## src/rtl/dmem_arbiter.sv

```systemverilog
// Data-RAM arbiter between the CPU memory stage and the DMA/loader port.
// CPU has fixed priority, DMA gets a starvation bound and can lock the RAM for bulk fills.
module dmem_arbiter #(
    parameter int ADDR_W       = 8,
    parameter int STARVE_LIMIT = 4
) (
    input  logic              clk,
    input  logic              rst,

    input  logic              cpu_req,
    input  logic [3:0]        cpu_we,
    input  logic [ADDR_W-1:0] cpu_addr,
    input  logic [31:0]       cpu_wdata,
    output logic              cpu_gnt,
    output logic              cpu_stall,
    output logic              cpu_rvalid,
    output logic [31:0]       cpu_rdata,

    input  logic              dma_req,
    input  logic              dma_lock,
    input  logic [3:0]        dma_we,
    input  logic [ADDR_W-1:0] dma_addr,
    input  logic [31:0]       dma_wdata,
    output logic              dma_gnt,
    output logic              dma_rvalid,
    output logic [31:0]       dma_rdata,

    output logic              ram_en,
    output logic [3:0]        ram_we,
    output logic [ADDR_W-1:0] ram_addr,
    output logic [31:0]       ram_din,
    input  logic [31:0]       ram_dout
);

    typedef enum logic {ARB, LOCKED} state_t;
    typedef enum logic [1:0] {OWN_NONE, OWN_CPU, OWN_DMA} owner_t;

    localparam logic [3:0] LIMIT = 4'(STARVE_LIMIT);

    state_t      state;
    owner_t      rd_owner;
    logic [3:0]  starve_cnt;
    logic [31:0] cpu_hold;
    logic [31:0] dma_hold;

    // DMA overrides CPU priority once it has watched LIMIT CPU grants go by
    always_comb begin
        cpu_gnt = 1'b0;
        dma_gnt = 1'b0;
        if (!rst) begin
            if (state == LOCKED)
                dma_gnt = dma_req;
            else if (cpu_req && !(dma_req && starve_cnt == LIMIT))
                cpu_gnt = 1'b1;
            else
                dma_gnt = dma_req;
        end
    end

    assign cpu_stall = cpu_req & ~cpu_gnt;

    always_comb begin
        ram_en   = cpu_gnt | dma_gnt;
        ram_we   = 4'h0;
        ram_addr = '0;
        ram_din  = 32'h0;
        if (cpu_gnt) begin
            ram_we   = cpu_we;
            ram_addr = cpu_addr;
            ram_din  = cpu_wdata;
        end else if (dma_gnt) begin
            ram_we   = dma_we;
            ram_addr = dma_addr;
            ram_din  = dma_wdata;
        end
    end

    // rst gates rvalid so a read outstanding across reset is dropped
    assign cpu_rvalid = !rst && rd_owner == OWN_CPU;
    assign dma_rvalid = !rst && rd_owner == OWN_DMA;
    assign cpu_rdata  = cpu_rvalid ? ram_dout : cpu_hold;
    assign dma_rdata  = dma_rvalid ? ram_dout : dma_hold;

    always_ff @(posedge clk) begin
        if (rst) begin
            state      <= ARB;
            rd_owner   <= OWN_NONE;
            starve_cnt <= 4'h0;
            cpu_hold   <= 32'h0;
            dma_hold   <= 32'h0;
        end else begin
            case (state)
                ARB:     if (dma_gnt && dma_lock) state <= LOCKED;
                LOCKED:  if (!dma_lock) state <= ARB;
                default: state <= ARB;
            endcase

            if (dma_gnt || !dma_req)
                starve_cnt <= 4'h0;
            else if (cpu_gnt && starve_cnt != LIMIT)
                starve_cnt <= starve_cnt + 4'h1;

            if (cpu_gnt && cpu_we == 4'h0)
                rd_owner <= OWN_CPU;
            else if (dma_gnt && dma_we == 4'h0)
                rd_owner <= OWN_DMA;
            else
                rd_owner <= OWN_NONE;

            if (cpu_rvalid) cpu_hold <= ram_dout;
            if (dma_rvalid) dma_hold <= ram_dout;
        end
    end

endmodule

```

## config.mk

```make
export PLATFORM = sky130hd
export DESIGN_NAME = dmem_arbiter
export DESIGN_NICKNAME = d
export VERILOG_FILES = /design/src/rtl/dmem_arbiter.sv
export SDC_FILE = /design/constraint.sdc
export NUM_CORES = 1
export LEC_CHECK = 0
export CAP_MARGIN = 15
export CORE_AREA = 2 2 92 94
export CTS_CLUSTER_SIZE = 10
export DETAILED_ROUTE_END_ITERATION = 8
export DIE_AREA = 0 0 94 96
export DONT_BUFFER_PORTS = 1
export PLACE_DENSITY = 0.6
export SLEW_MARGIN = 40
export SYNTH_ARGS = -nofsm -noshare
export SYNTH_HDL_FRONTEND = slang
export SYNTH_SLANG_ARGS = --single-unit
```

## constraint.sdc

```tcl
create_clock -name clk -period 3.16 [get_ports clk]
set_clock_uncertainty 0.2 [all_clocks]
set_input_delay 0.948 -clock clk [delete_from_list [all_inputs] [get_ports clk]]
set_output_delay 0.948 -clock clk [all_outputs]
set_load 0.01 [all_outputs]
```

Word-level counts from Yosys, hierarchy flattened
Cells that the tools add are included.
- add/subtract/negate cells: 1
- equal/unequal tests: 4
- mux-type cells: 19
- bitwise gates (word level): 4
- reduce and logical (&&, ||, !) cells: 16
- operators with widths (kind ; count):
    2-to-1 mux 32 bit ; 4
    2-to-1 mux 8 bit ; 2
    2-to-1 mux 1 bit ; 9
    logical AND 1 bit ; 8
    zero test 4 bit ; 2
    2-to-1 mux 4 bit ; 2
    adder 4 x 1 -> 4 bit, second input constant ; 1
    equality test 4 x 3 -> 1 bit, second input constant ; 1
    inequality test 4 x 3 -> 1 bit, second input constant ; 1
    OR reduction 2 bit ; 2
    zero test 1 bit ; 3
    equality test 2 x 1 -> 1 bit, second input constant ; 1
    equality test 2 bit, second input constant ; 1
    2-to-1 mux 2 bit ; 1
    NOT 1 bit ; 2
    case mux 1 bit (2 select lines) ; 1
    bitwise AND 1 bit ; 1
    logical OR 1 bit ; 1
    OR 1 bit ; 1
- register bits after elaboration: 71
- output and inout bits: 114
- logic and storage cells: 50

Depth between registers and ports, before layout
Gate-level depths: netlist of the first run.
- word-level depth: 10
- gate-level depth with buffers: 6
- depth with buffers taken out: 5

Least setup slack after synthesis of the first run
OpenSTA, ideal clock, no wires.
- kind: input port to output port
- start: input rst
- end: output cpu_rdata[22]
- arrival time: 1959 ps
- slack: 53 ps
- cell stages on the path: 4
- cells stage by stage: buf_6 -> nor3b_4 -> buf_6 -> mux2_2
- cells in the longest elaborated chain, start to end: 3
- RTL lines (element ; RTL line ; RTL):
    start, declared ; 8 ; input logic rst,
    zero test 1 bit ; 79 ; assign cpu_rvalid = !rst && rd_owner == OWN_CPU;
    logical AND 1 bit ; 79 ;
    net cpu_rvalid ; 16 ; output logic cpu_rvalid,
    2-to-1 mux 32 bit ; -- ;
    end, declared ; 17 ; output logic [31:0] cpu_rdata,
The timed path passes the listed nets, and every way through them passes these cells.

Worst setup path after layout of the first run
- start: input rst
- end: output cpu_rdata[25]
The elaborated chain is that of the path after synthesis.

==> impl_results.md, run 1 <==
* Seq pwr share at 0.474
* Antenna violations before repair at 0
* Worst reg-to-reg path cell count at 4
* R2r startpoint: rd_owner[1]$_SDFF_PP0_
* Setup CP Type: in2out
* CP required at about 2.0 ns
* Vias at approximately 2.9k
* First-pass GRT wire length at between 10 and 15 mm
* Placed insts at between 500 and 600
* Std-Cell Core Area at slightly above 8000 um2
* Number of synthesized register bits at just over 70
* Sink Count at roughly 70
* Post-CTS Setup Bufs at 0
* Average size of a mapped cell at slightly below 10 um2
* Most common cell after layout, fill and taps aside: dfxtp_1
* Drt total wl at slightly above 9 mm
* Hold buffer count at CTS at 0
* Period utilization at 0.989
* Cell variety after synth at 27
* Lkg Pwr at ~2.2 nW
* Nets@finish at between 500 and 600
* H-tree depth at 3
* Site row count at 33
* Largest net degree at the start of global routing at 163
* Syn Inst Count at about 400
* Tmin final at around 3.1 ns
* RePlAce Congestion at about 0.76
* CTS tree: yes
* Num CTS Buffers at 9
* Startpoint Class: primary input
* Hold depth at 1
* Final Instance Count excl. Fillers at roughly 540
* Sequential Area at approximately 1400 um2
* CTS clk-pin slew, worst paths at around 0.07 ns
* Vias in the first global route at between 2k and 3k
* Die Ht at between 90 and 100 um
* Power per standard cell area at 420 nW/um2
* Critical Path AT at approximately 2.0 ns
* Max_cap viols at 0
* Min-delay worst type: reg2reg
* Area Overhead vs Synth at 17.1%
* Worst-Skew Late Latency at 0.32 ns
* CTS resizes at 0
* Maximum VDD drop at 218 uV
* Worst hold endpoint: starve_cnt[0]$_SDFFE_PP0P_
* Initial core utilization at 0.479
* Psw at 0.438 mW
* Worst-case clock buffer depth at 2
* FILL cells at 752
* Power Internal at between 1 and 1.5 mW
* Highest clock rate at roughly 320 MHz
* Hold_sp: starve_cnt[0]$_SDFFE_PP0P_
* DRC Markers at 0
* Crit Path Max Fanout at approximately 160
* Final setup violation count at 0
* Multi-input logic area at around 2100 um2
* Run status: complete, no violations
* Global Route Usage Sum at 0.181
* Initial DRC count at 65
* Num ports at ~240
* Ratio of cells with drive above 1 in the final layout at 0.318
* Fin. max-slew vios at 0
* DP Wirelength at around 6.6 mm
* Syn Nets at ~530
* Die width at ~94 um
* Rel. slew slack at 0.807
* Ys Warns at 0
* Routed vias/inst at 5.38
* Port Buffers at 0
* Antenna-violating nets left at 0
* Slew @ Worst Pin at about 0.29 ns
* Crit. End Element: output pin
* Overall power at ~1.9 mW
* Flop2flop setup slack at ~1.4 ns
* Root buf cell: clkbuf_8
* DRT Pass-1 Iters at 4
* Final hold vios at 0
* FF-to-FF End: dma_hold[22]$_SDFF_PP0_
* Routed WL per cell at ~17 um
* Sw Share at 0.231
* Register area share after synthesis at 0.369
* Most frequent cells in the layout: dfxtp_1, mux2_2, and2b_1
* Die Footprint at between 9000 and 10000 um2
* N_diodes at 0
* Comb pwr share at 0.114
* Gr ovfl total at 0
* Clock power frac at 0.412
* Mapped Area at just under 4000 um2
==> logic make-up after synthesis <==
group | Yosys count | share of synthesized area
AOI/OAI and AO/OA | 46 | 0.104
xor gates and xnor gates | 1 | 0.00227
adders and majority gates | 2 | 0.00649
buffers and inverters | 78 | 0.0909
DFF | 71 | 0.369
muxes | 65 | 0.189
and+or+nand+nor | 135 | 0.238
==> metal layers <==
metal / track usage / part of all wire / vias up / routed length (um)
met2: 0.297 / 0.49 / 137 / 4520
met1: 0.214 / 0.40 / 1352 / 3650
met3: 0.0799 / 0.10 / 6 / 963
met5: 0 / 0 / - / 0
li1: - / - / 1406 / -
met4: 0.0531 / 0.0092 / 0 / 85
==> worst max-delay path, stage by stage <==
cell and delay, ns:
nor3b_4 0.26, buf_12 0.25, mux2_2 0.41
==> cell type report <==
class,instances,area share
tap,105,0.0291
clock inverter,6,0.0208
clock buffer,9,0.0274
timing repair buffer,53,0.104
inverter,46,0.0382
sequential,71,0.315
multi-input combinational,249,0.465
==> synthesized netlist by cell type <==
cell type,instances,area (um2)
buf_6,7,78.8
mux2_2,64,721
o32ai_1,44,385
nand2b_1,45,282
nand2_1,1,3.75
o21ai_2,1,8.76
nand4_1,1,6.26
buf_2,4,20.0
nand3_1,1,5.00
clkbuf_1,21,78.8
nor4b_1,1,8.76
nand4b_1,1,8.76
nor3_1,2,10.0
inv_1,46,173
nor2b_1,8,50.1
nand3b_1,1,7.51
or4_1,1,7.51
xnor2_1,1,8.76
nor2_1,11,41.3
a21boi_0,1,7.51
and3_1,1,6.26
and3b_1,1,8.76
dfxtp_1,71,1420
nor3b_4,2,37.5
ha_1,2,25.0
mux2i_1,1,10.0
and2b_1,58,435
==> how the worst max path moves through the flow <==
stage / from / endpoint / slack, ns / cells after the start
floorplan: rst / cpu_rdata[22] / 0.05 / 4
global placement: rst / cpu_rdata[9] / 0.16 / 3
detailed placement: cpu_req / ram_din[26] / 0.13 / 5
CTS: starve_cnt[0]$_SDFFE_PP0P_ / ram_din[26] / 0.06 / 7
global route: starve_cnt[0]$_SDFFE_PP0P_ / ram_din[19] / -0.005 / 7
finish: rst / cpu_rdata[25] / 0.03 / 3
==> registers in the layout, indices dropped and copies added (netlist names) <==
signal,flops
state,1
cpu_hold,32
dma_hold,32
rd_owner,2
starve_cnt,4
==> power groups by stage <==
stage	sequential, mW	combinational (mW)	clock, mW
after floorplan	0.920	0.152	0
after global placement	0.920	0.205	0
after detailed placement	0.921	0.207	0
after CTS	0.900	0.208	0.813
after global routing	0.900	0.234	0.848
final	0.900	0.215	0.782
==> through the flow <==
step | cell area, um2 | setup slack (ns) | util | TNS [ns] | hold slack, ns
floorplan | 3860 | 0.0531 | - | 0 | 0.230
global placement | 4240 | 0.165 | 0.527 | 0 | 0.245
detailed placement | 4240 | 0.134 | 0.527 | 0 | 0.273
finish | 4510 | 0.0335 | 0.561 | 0 | 0.241
CTS | 4460 | 0.0601 | 0.554 | 0 | 0.284
global route | 4510 | -0.00523 | 0.561 | -0.0148 | 0.264
(Power assumes the default switching activity.)
==> run 2, diff against run 1 <==
--- a/config.mk
+++ b/config.mk
@@ -7,7 +7,6 @@
 export LEC_CHECK = 0
 export CAP_MARGIN = 15
 export CORE_AREA = 2 2 92 94
-export CTS_CLUSTER_SIZE = 10
 export DETAILED_ROUTE_END_ITERATION = 8
 export DIE_AREA = 0 0 94 96
 export DONT_BUFFER_PORTS = 1
==> results of run 2 <==
Final layout, timing and power as in run 1 (identical DEF).
